<file path="config.mk">
export PLATFORM = sky130hd
export DESIGN_NAME = bnn_layer_sequencer
export DESIGN_NICKNAME = d
export VERILOG_FILES = /design/src/rtl/bnn_pkg.sv /design/src/rtl/bnn_loop_ctr.sv /design/src/rtl/bnn_layer_sequencer.sv
export SDC_FILE = /design/constraint.sdc
export NUM_CORES = 1
export LEC_CHECK = 0
export BUFFER_PORTS_ARGS = -buffer_cell sky130_fd_sc_hd__buf_2
export CORE_MARGIN = 10
export CORE_UTILIZATION = 58
export DETAILED_ROUTE_END_ITERATION = 10
export HOLD_SLACK_MARGIN = 0.03
export MAX_ROUTING_LAYER = met4
export PLACE_DENSITY = 0.8
export SLEW_MARGIN = 20
export SYNTH_ARGS = -nofsm -noshare
export SYNTH_HDL_FRONTEND = slang
export SYNTH_HIERARCHICAL = 1
export SYNTH_SLANG_ARGS = --single-unit
</file>
<file path="constraint.sdc">
create_clock -name clk -period 3 [get_ports clk]
set_input_delay 0.3 -clock clk [delete_from_list [all_inputs] [get_ports clk]]
set_output_delay 0.3 -clock clk [all_outputs]
set_load 0.02 [all_outputs]
</file>
<file path="src/rtl/bnn_pkg.sv">
// -----------------------------------------------------------------------------
// bnn_pkg
// Shared definitions for the BNN layer sequencer:
//   - top-level FSM state encodings (the sequencer decodes these to start layers)
//   - layer geometry (neurons per layer, weight words per neuron)
//   - weight-memory layer base addresses, fixed at elaboration time
//   - internal sequencer state enum
//   - helper functions mapping a layer id to its base address / loop bounds
// -----------------------------------------------------------------------------
package bnn_pkg;

    localparam int WORD_W       = 32;   // bits per weight word / accumulate step
    localparam int ADDR_W       = 12;   // weight memory address width

    localparam int L1_NEURONS   = 128;
    localparam int L1_WORDS     = 25;   // 784 input pixels packed into 32-bit words
    localparam int L2_NEURONS   = 64;
    localparam int L2_WORDS     = 4;
    localparam int L3_NEURONS   = 10;
    localparam int L3_WORDS     = 2;

    localparam int WORD_IDX_W   = 5;    // holds L1_WORDS-1
    localparam int NEURON_IDX_W = 7;    // holds L1_NEURONS-1

    // Weights are stored layer after layer, neuron-major, so each layer's
    // region starts right after the previous one.
    localparam int L1_BASE = 0;
    localparam int L2_BASE = L1_BASE + L1_NEURONS * L1_WORDS;
    localparam int L3_BASE = L2_BASE + L2_NEURONS * L2_WORDS;

    // Top-level FSM states, shared with the top FSM.
    typedef enum logic [2:0] {
        TOP_IDLE = 3'b000,
        TOP_LOAD = 3'b001,
        TOP_L1   = 3'b010,
        TOP_L2   = 3'b011,
        TOP_L3   = 3'b100
    } top_state_e;

    // Sequencer-internal states.
    typedef enum logic [2:0] {
        S_IDLE   = 3'd0,
        S_REQ    = 3'd1,
        S_ACC    = 3'd2,
        S_COMMIT = 3'd3,
        S_DONE   = 3'd4,
        S_WAIT   = 3'd5
    } seq_state_e;

    function automatic logic is_layer_state(input logic [2:0] s);
        return (s == TOP_L1) || (s == TOP_L2) || (s == TOP_L3);
    endfunction

    function automatic logic [ADDR_W-1:0] layer_base(input logic [2:0] layer);
        case (layer)
            TOP_L2:  return ADDR_W'(L2_BASE);
            TOP_L3:  return ADDR_W'(L3_BASE);
            default: return ADDR_W'(L1_BASE);
        endcase
    endfunction

    function automatic logic [WORD_IDX_W-1:0] layer_last_word(input logic [2:0] layer);
        case (layer)
            TOP_L2:  return WORD_IDX_W'(L2_WORDS - 1);
            TOP_L3:  return WORD_IDX_W'(L3_WORDS - 1);
            default: return WORD_IDX_W'(L1_WORDS - 1);
        endcase
    endfunction

    function automatic logic [NEURON_IDX_W-1:0] layer_last_neuron(input logic [2:0] layer);
        case (layer)
            TOP_L2:  return NEURON_IDX_W'(L2_NEURONS - 1);
            TOP_L3:  return NEURON_IDX_W'(L3_NEURONS - 1);
            default: return NEURON_IDX_W'(L1_NEURONS - 1);
        endcase
    endfunction

endpackage

</file>
<file path="src/rtl/bnn_loop_ctr.sv">
// -----------------------------------------------------------------------------
// bnn_loop_ctr
// Nested word/neuron loop counter for the layer sequencer. Loaded with the
// last word index and last neuron index of a layer, then stepped by the
// sequencer. Flags report when the current indices hit those bounds.
//
// Ports:
//   clk, rst_n       clock, asynchronous active-low reset
//   i_load           restart both counters at 0 and capture new bounds
//   i_last_word      last word index of the layer being loaded
//   i_last_neuron    last neuron index of the layer being loaded
//   i_word_inc       advance to next word of the current neuron
//   i_neuron_inc     advance to next neuron (word index returns to 0)
//   o_word_idx       current word index
//   o_neuron_idx     current neuron index
//   o_last_word      current word is the last one of the neuron
//   o_last_neuron    current neuron is the last one of the layer
// -----------------------------------------------------------------------------
module bnn_loop_ctr
    import bnn_pkg::*;
(
    input  logic                    clk,
    input  logic                    rst_n,
    input  logic                    i_load,
    input  logic [WORD_IDX_W-1:0]   i_last_word,
    input  logic [NEURON_IDX_W-1:0] i_last_neuron,
    input  logic                    i_word_inc,
    input  logic                    i_neuron_inc,
    output logic [WORD_IDX_W-1:0]   o_word_idx,
    output logic [NEURON_IDX_W-1:0] o_neuron_idx,
    output logic                    o_last_word,
    output logic                    o_last_neuron
);

    logic [WORD_IDX_W-1:0]   r_word_idx;
    logic [NEURON_IDX_W-1:0] r_neuron_idx;
    logic [WORD_IDX_W-1:0]   r_last_word;
    logic [NEURON_IDX_W-1:0] r_last_neuron;

    // Neuron step takes priority over word step: moving to a new neuron
    // always restarts its word loop.
    always_ff @(posedge clk or negedge rst_n) begin
        if (!rst_n) begin
            r_word_idx    <= '0;
            r_neuron_idx  <= '0;
            r_last_word   <= '0;
            r_last_neuron <= '0;
        end else if (i_load) begin
            r_word_idx    <= '0;
            r_neuron_idx  <= '0;
            r_last_word   <= i_last_word;
            r_last_neuron <= i_last_neuron;
        end else if (i_neuron_inc) begin
            r_word_idx    <= '0;
            r_neuron_idx  <= r_neuron_idx + NEURON_IDX_W'(1);
        end else if (i_word_inc) begin
            r_word_idx    <= r_word_idx + WORD_IDX_W'(1);
        end
    end

    assign o_word_idx    = r_word_idx;
    assign o_neuron_idx  = r_neuron_idx;
    assign o_last_word   = (r_word_idx == r_last_word);
    assign o_last_neuron = (r_neuron_idx == r_last_neuron);

endmodule

</file>
<file path="src/rtl/bnn_layer_sequencer.sv">
// -----------------------------------------------------------------------------
// bnn_layer_sequencer
// Sequences the XNOR-popcount datapath through one BNN layer each time the
// top-level FSM enters LAYER_1/2/3. For every output neuron it fetches each
// weight word over a req/valid handshake, pulses the accumulator, then
// commits the neuron's output bit. A one-cycle done pulse per layer advances
// the top-level FSM.
//
// Optional feature macro: BNN_SEQ_PERF_EN adds o_perf_stall_cnt, counting
// cycles where a fetch request waits on memory (cleared at layer start,
// saturating).
//
// Ports:
//   clk               clock
//   rst_n             asynchronous active-low reset
//   i_state           top FSM state (000 IDLE, 001 LOAD, 010 L1, 011 L2, 100 L3)
//   o_w_req           weight fetch request, held until accepted
//   o_w_addr          weight word address, stable while o_w_req is high
//   i_w_valid         memory returns word; handshake on o_w_req && i_w_valid
//   o_mac_en          one-cycle pulse: accumulate popcount of returned word
//   o_mac_first       with o_mac_en: word 0 of the neuron (load, not add)
//   o_neuron_commit   one-cycle pulse: threshold accumulator, write bit
//   o_out_idx         current output neuron index
//   o_layer_1_done    one-cycle pulse when layer 1 completes
//   o_layer_2_done    one-cycle pulse when layer 2 completes
//   o_layer_3_done    one-cycle pulse when layer 3 completes
//   o_perf_stall_cnt  (BNN_SEQ_PERF_EN only) request-stall cycle count
// -----------------------------------------------------------------------------
module bnn_layer_sequencer
    import bnn_pkg::*;
(
    input  logic                    clk,
    input  logic                    rst_n,
    input  logic [2:0]              i_state,
    output logic                    o_w_req,
    output logic [ADDR_W-1:0]       o_w_addr,
    input  logic                    i_w_valid,
    output logic                    o_mac_en,
    output logic                    o_mac_first,
    output logic                    o_neuron_commit,
    output logic [NEURON_IDX_W-1:0] o_out_idx,
`ifdef BNN_SEQ_PERF_EN
    output logic [31:0]             o_perf_stall_cnt,
`endif
    output logic                    o_layer_1_done,
    output logic                    o_layer_2_done,
    output logic                    o_layer_3_done
);

    seq_state_e r_state;
    seq_state_e w_state_next;

    logic [2:0]              r_layer;
    logic [ADDR_W-1:0]       r_w_addr;

    logic                    w_start;
    logic                    w_abort;
    logic                    w_addr_inc;
    logic                    w_word_inc;
    logic                    w_neuron_inc;

    logic [WORD_IDX_W-1:0]   w_word_idx;
    logic [NEURON_IDX_W-1:0] w_neuron_idx;
    logic                    w_last_word;
    logic                    w_last_neuron;
    logic [2:0]              w_done_vec;

    // The top FSM leaving the latched layer cancels the run. In S_WAIT the
    // same condition is what releases the sequencer for the next layer.
    assign w_abort = (i_state != r_layer);

    // ---------------------------------------------------------------------
    // Loop counters
    // ---------------------------------------------------------------------
    bnn_loop_ctr u_loop_ctr (
        .clk           (clk),
        .rst_n         (rst_n),
        .i_load        (w_start),
        .i_last_word   (layer_last_word(i_state)),
        .i_last_neuron (layer_last_neuron(i_state)),
        .i_word_inc    (w_word_inc),
        .i_neuron_inc  (w_neuron_inc),
        .o_word_idx    (w_word_idx),
        .o_neuron_idx  (w_neuron_idx),
        .o_last_word   (w_last_word),
        .o_last_neuron (w_last_neuron)
    );

    // ---------------------------------------------------------------------
    // State register
    // ---------------------------------------------------------------------
    always_ff @(posedge clk or negedge rst_n) begin
        if (!rst_n) begin
            r_state <= S_IDLE;
        end else begin
            r_state <= w_state_next;
        end
    end

    // ---------------------------------------------------------------------
    // Latched layer and running weight address. Weights are laid out
    // neuron-major and contiguous per layer, so a simple increment after each
    // consumed word walks the whole layer.
    // ---------------------------------------------------------------------
    always_ff @(posedge clk or negedge rst_n) begin
        if (!rst_n) begin
            r_layer  <= TOP_IDLE;
            r_w_addr <= '0;
        end else if (w_start) begin
            r_layer  <= i_state;
            r_w_addr <= layer_base(i_state);
        end else if (w_addr_inc) begin
            r_w_addr <= r_w_addr + ADDR_W'(1);
        end
    end

    assign o_w_addr  = r_w_addr;
    assign o_out_idx = w_neuron_idx;

    // ---------------------------------------------------------------------
    // Next-state and control decode
    // ---------------------------------------------------------------------
    always_comb begin
        w_state_next    = r_state;
        w_start         = 1'b0;
        w_addr_inc      = 1'b0;
        w_word_inc      = 1'b0;
        w_neuron_inc    = 1'b0;
        o_w_req         = 1'b0;
        o_mac_en        = 1'b0;
        o_mac_first     = 1'b0;
        o_neuron_commit = 1'b0;

        case (r_state)
            S_IDLE: begin
                if (is_layer_state(i_state)) begin
                    w_start      = 1'b1;
                    w_state_next = S_REQ;
                end
            end

            S_REQ: begin
                o_w_req = 1'b1;
                // Abort wins over a coincident handshake: the word is dropped.
                if (w_abort) begin
                    w_state_next = S_IDLE;
                end else if (i_w_valid) begin
                    w_state_next = S_ACC;
                end
            end

            S_ACC: begin
                o_mac_en    = 1'b1;
                o_mac_first = (w_word_idx == '0);
                if (w_abort) begin
                    w_state_next = S_IDLE;
                end else if (!w_last_word) begin
                    w_word_inc   = 1'b1;
                    w_addr_inc   = 1'b1;
                    w_state_next = S_REQ;
                end else begin
                    w_state_next = S_COMMIT;
                end
            end

            S_COMMIT: begin
                o_neuron_commit = 1'b1;
                if (w_abort) begin
                    w_state_next = S_IDLE;
                end else if (!w_last_neuron) begin
                    w_neuron_inc = 1'b1;
                    w_addr_inc   = 1'b1;
                    w_state_next = S_REQ;
                end else begin
                    w_state_next = S_DONE;
                end
            end

            S_DONE: begin
                w_state_next = S_WAIT;
            end

            S_WAIT: begin
                // Holding here until the top FSM moves on stops a layer from
                // being re-run while its state is still asserted.
                if (w_abort) begin
                    w_state_next = S_IDLE;
                end
            end

            default: begin
                w_state_next = S_IDLE;
            end
        endcase
    end

    // ---------------------------------------------------------------------
    // Per-layer done pulses. Layer ids L1..L3 are consecutive encodings.
    // ---------------------------------------------------------------------
    for (genvar gi = 0; gi < 3; gi++) begin : g_done
        localparam logic [2:0] LAYER_ID = 3'(int'(TOP_L1) + gi);
        assign w_done_vec[gi] = (r_state == S_DONE) && (r_layer == LAYER_ID);
    end

    assign o_layer_1_done = w_done_vec[0];
    assign o_layer_2_done = w_done_vec[1];
    assign o_layer_3_done = w_done_vec[2];

`ifdef BNN_SEQ_PERF_EN
    // ---------------------------------------------------------------------
    // Memory stall counter: cycles spent requesting without a returned word.
    // ---------------------------------------------------------------------
    logic [31:0] r_perf_stall_cnt;

    always_ff @(posedge clk or negedge rst_n) begin
        if (!rst_n) begin
            r_perf_stall_cnt <= '0;
        end else if (w_start) begin
            r_perf_stall_cnt <= '0;
        end else if (o_w_req && !i_w_valid && (r_perf_stall_cnt != '1)) begin
            r_perf_stall_cnt <= r_perf_stall_cnt + 32'd1;
        end
    end

    assign o_perf_stall_cnt = r_perf_stall_cnt;
`endif

endmodule

</file>
==> results.tsv <==
stage	metric	value	unit
clock_network	clock transition at the register clock pins on the worst setup and hold paths after CTS	80	ps
clock_network	number of gates resized after cts	0	
detailed_routing	number of DRC markers in iteration 0	150	
sta	endpoints failing setup	0	
placement	gpl congestion	0.862	
die	die extent in y	83.9	um
worst_setup_path	cell type of the slowest stage on the worst timing path	sky130_fd_sc_hd__nor4_1	
layout	number of fill cells in the layout	331	
synthesis	Mapped Area	2370	um2
power_and_ir_drop	Leakage	1.21	nW
clock_network	maximum level of the CTS H-tree	2	
worst_setup_path	highest cell delay on the worst timing path	690	ps
synthesis	share of async-settable or async-resettable flops after synthesis	1.00	
synthesis	average cell area after synthesis	10.0	um2
detailed_routing	post-DR vias/cell	5.97	
worst_setup_path	startpoint type of the worst setup path	flip-flop	
clock_network	number of hold buffers added after cts	0	
clock_network	TritonCTS clock tree	built	
worst_setup_path	launching instance or port of the critical path	u_loop_ctr/o_neuron_idx[2]	
sta	worst clock skew	7.01	ps
die	Initial Utilization	0.596	
sta	actual transition at the worst max-transition pin	916	ps
global_routing	via count of the first global-routing pass	1875	
clock_network	Num Clock Sinks	42	
power_and_ir_drop	IR Drop Worst-Case VDD	0.419	mV
worst_setup_path	type of element capturing the critical path	flip-flop	
placement	input/output buffers	31	
power_and_ir_drop	reported net switching power	0.000384	W
worst_hold_path	worst min path class	input port to asynchronous set/reset pin	
die	num rows	23	
sta	Peak Freq	435	MHz
power_and_ir_drop	part of the total power dissipated in sequential elements	0.525	
power_and_ir_drop	net switching share of the total power	0.293	
synthesis	number of enable-type register cells in the synthesized netlist	0	
placement	Post-DP HPWL	3.57	mm
detailed_routing	Final Routed Wirelength	4.99	mm
worst_setup_path	Worst EP required	3200	ps
power_and_ir_drop	internal power	0.000927	W
sta	Tmin final	2300	ps
worst_setup_path	end point of the critical path	o_w_addr[10]	
synthesis	distinct cell type count after synthesis	49	
synthesis	top flip-flop cell by instance count after synthesis	sky130_fd_sc_hd__dfrtp_1	
run	reported max-cap violation count	0	
clock_network	Inserted Clock Buffers	5	
sta	share of the clock period used by the worst path	0.766	
worst_setup_path	worst endpoint data arrival time	2500	ps
clock_network	clock latency on the worst-skew pair	290	ps
die	full die area	7030	um2
worst_setup_path	FF-to-FF Start	u_loop_ctr/o_neuron_idx[2]	
global_routing	leftover overflow at the end of global routing	0	
synthesis	Yosys reg bits	42	
worst_setup_path	Crit path max-delay family	simple AND/OR/NAND/NOR gates	
clock_network	number of buffers between clock root and the deepest sink	2	
global_routing	total global routing track utilization	0.149	
worst_setup_path	number of cell instances on the worst register-to-register path	6	
die	die width	83.9	um
worst_setup_path	Worst R2R End	o_w_addr[10]	
clock_network	setup bufs post-CTS	0	
detailed_routing	post-DR wirelength/cell	15.6	um
worst_setup_path	cell-by-cell trace of the critical path	xor2_1 -> nor4_1 -> mux2_4 -> or4_1 -> o21ai_0 -> a211oi_1	
worst_setup_path	critical path depth in cells	6	
power_and_ir_drop	part of the total power dissipated in combinational logic	0.191	
detailed_routing	Vias	1906	
detailed_routing	residual antenna-violating net count after detailed routing	0	
layout	final design instance area without fill	2650	um2
global_routing	first-pass GRT wire length	8.63	mm
global_routing	number of antenna violations at the first check in global routing	0	
synthesis	part of the Yosys area used for sequential elements	0.444	
detailed_routing	number of optimization iterations in the first detailed-route pass	4	
sta	relative slew slack	0.390	
run_status	status	completed	
sta	number of pins with negative max-slew slack in the final report	0	
worst_setup_path	setup slack on the worst flop-to-flop path	700	ps
die	Core Footprint	3970	um2
layout	P&R area growth vs syn	11.9	%
power_and_ir_drop	clock share of power	0.284	
worst_setup_path	number of buffers and inverters on the critical path	0	
sta	Setup Total Neg Slack	0	ps
sta	unrepaired setup endpoints after global routing	no	
layout	antenna cells	0	
layout	Final Net Count	277	
layout	proportion of layout cells with a drive suffix above 1	0.219	
die	Top-Level Pins	32	
synthesis	number of warnings printed during yosys synthesis	6	
clock_network	clock root buffer master	sky130_fd_sc_hd__clkbuf_8	
placement	placed standard-cell area	2560	um2
synthesis	count of mapped cells out of synthesis	236	
sta	number of hold violations in the final report	0	
worst_setup_path	maximum fanout encountered on the critical timing path	15	
global_routing	pin count of the biggest net entering global routing	43	
power_and_ir_drop	power density cells	495	nW/um2
detailed_routing	DRC violations left	0	
worst_setup_path	worst setup path class	flip-flop to flip-flop	
metal layers:
metal,vias to the layer above,global-route usage,share of wire
met4,0,0.0609,0.015
met5,-,-,0
met1,925,0.176,0.47
li1,925,-,-
met2,47,0.229,0.47
met3,9,0.0469,0.048
placed cells by master (no fill, tap or decap), drive strengths merged, types with 4 or more instances in the layout:
master  netlist  layout
nor2         10      10
nand2b        5       5
mux2         13      13
or3           5       5
nor4          5       5
or4           4       4
nand2        17      17
nand3        13      13
nand4         8       8
buf           5      35
inv           5       5
a21oi        10      10
nor3b         4       4
xnor2        13      13
mux2i         5       5
dfrtp        42      42
nor3          8       8
o21ai         8       8
xor2         11      11
a211oi        4       4
clkbuf        6       7
flip-flops by register name, summed over array words and instances, names as in the netlist:
| signal | count |
|---|---|
| u_loop_ctr/o_neuron_idx | 7 |
| r_layer | 3 |
| u_loop_ctr/o_word_idx | 5 |
| u_loop_ctr/r_last_neuron | 7 |
| u_loop_ctr/r_last_word | 5 |
| r_state | 3 |
| o_w_addr | 12 |
power by group through the flow:
stage	clock network (W)	logic [W]	registers, W
detailed placement	0	0.000250	0.000699
floorplan	0	0.000191	0.000685
global placement	0	0.000243	0.000697
global route	0.000409	0.000276	0.000698
finish	0.000373	0.000250	0.000688
CTS	0.000379	0.000251	0.000688
worst min-delay path by stage:
stage	endpoint	slack, ps	cells past startpoint
after floorplan	o_w_addr[0]	4	0
after detailed placement	r_layer[2]	490	1
after global placement	r_layer[2]	490	1
final	r_layer[2]	130	1
after global routing	r_layer[2]	200	1
after CTS	o_w_addr[8]	170	1
final cells by class:
cell class / instances / area (um2) / share of cell area
clock inverters: 1 / 5.00 / 0.00189
repair buffers: 35 / 185 / 0.0699
inverters: 6 / 22.5 / 0.00851
well taps: 50 / 62.6 / 0.0236
flip-flops and latches: 42 / 1050 / 0.397
multi-input cells: 178 / 1230 / 0.466
clock buffers: 7 / 86.3 / 0.0326
per-stage QoR:
stage               hold WS (ps)  utilization  setup slack (ps)  power (W)  std cells
CTS                          169        0.667               722    0.00132        319
finish                       134        0.667               701    0.00131        319
detailed placement           489        0.644               744   0.000949        311
global placement             495        0.644               800   0.000940        311
global route                 205        0.667               471    0.00138        319
floorplan                   4.41            -               793   0.000876        237
logic make-up (layout without fill, tap and decap cells):
group / after synthesis / after routing / share of synthesized area
adder cells (fa/ha/maj): 3 / 3 / 0.0159
buffers and inverters: 17 / 49 / 0.0354
AND/OR/NAND/NOR: 92 / 92 / 0.219
AO/OA/AOI/OAI: 38 / 38 / 0.109
flip-flops: 42 / 42 / 0.444
XOR/XNOR: 24 / 24 / 0.0888
multiplexers: 18 / 18 / 0.0846
other: 2 / 3 / 0.00317
worst reg2reg max path, delay by kind of cell, from the launching register on:
kind / cells / cell delay [ps]
xor+xnor: 1 / 190
simple gates: 2 / 820
mux: 1 / 390
flops: 1 / 470
compound gates: 2 / 330
synth_stat cells, types with 2 or more instances:
cell type,instances,area [um2]
sky130_fd_sc_hd__a21oi_1,10,50.1
sky130_fd_sc_hd__xor2_1,11,96.3
sky130_fd_sc_hd__o31ai_1,3,22.5
sky130_fd_sc_hd__xnor2_1,13,114
sky130_fd_sc_hd__nor2b_1,2,12.5
sky130_fd_sc_hd__nand2_1,17,63.8
sky130_fd_sc_hd__buf_2,3,15.0
sky130_fd_sc_hd__nor2_1,10,37.5
sky130_fd_sc_hd__and4_1,2,17.5
sky130_fd_sc_hd__buf_6,2,22.5
sky130_fd_sc_hd__dfrtp_1,42,1050
sky130_fd_sc_hd__conb_1,2,7.51
sky130_fd_sc_hd__inv_1,5,18.8
sky130_fd_sc_hd__ha_1,3,37.5
sky130_fd_sc_hd__or4_1,4,30.0
sky130_fd_sc_hd__nor4_1,5,31.3
sky130_fd_sc_hd__o41ai_1,2,17.5
sky130_fd_sc_hd__nand3b_1,3,22.5
sky130_fd_sc_hd__o311ai_0,2,17.5
sky130_fd_sc_hd__nor3_1,8,40.0
sky130_fd_sc_hd__nand2b_1,5,31.3
sky130_fd_sc_hd__clkbuf_1,5,18.8
sky130_fd_sc_hd__mux2_2,12,135
sky130_fd_sc_hd__nand4_1,7,43.8
sky130_fd_sc_hd__or3_1,5,31.3
sky130_fd_sc_hd__o21ai_0,7,35.0
sky130_fd_sc_hd__a211oi_1,4,30.0
sky130_fd_sc_hd__nor3b_1,4,30.0
sky130_fd_sc_hd__nand3_1,13,65.1
sky130_fd_sc_hd__mux2i_1,5,50.1
sky130_fd_sc_hd__nor4bb_1,2,20.0
Power figures use the tool's default switching activity.
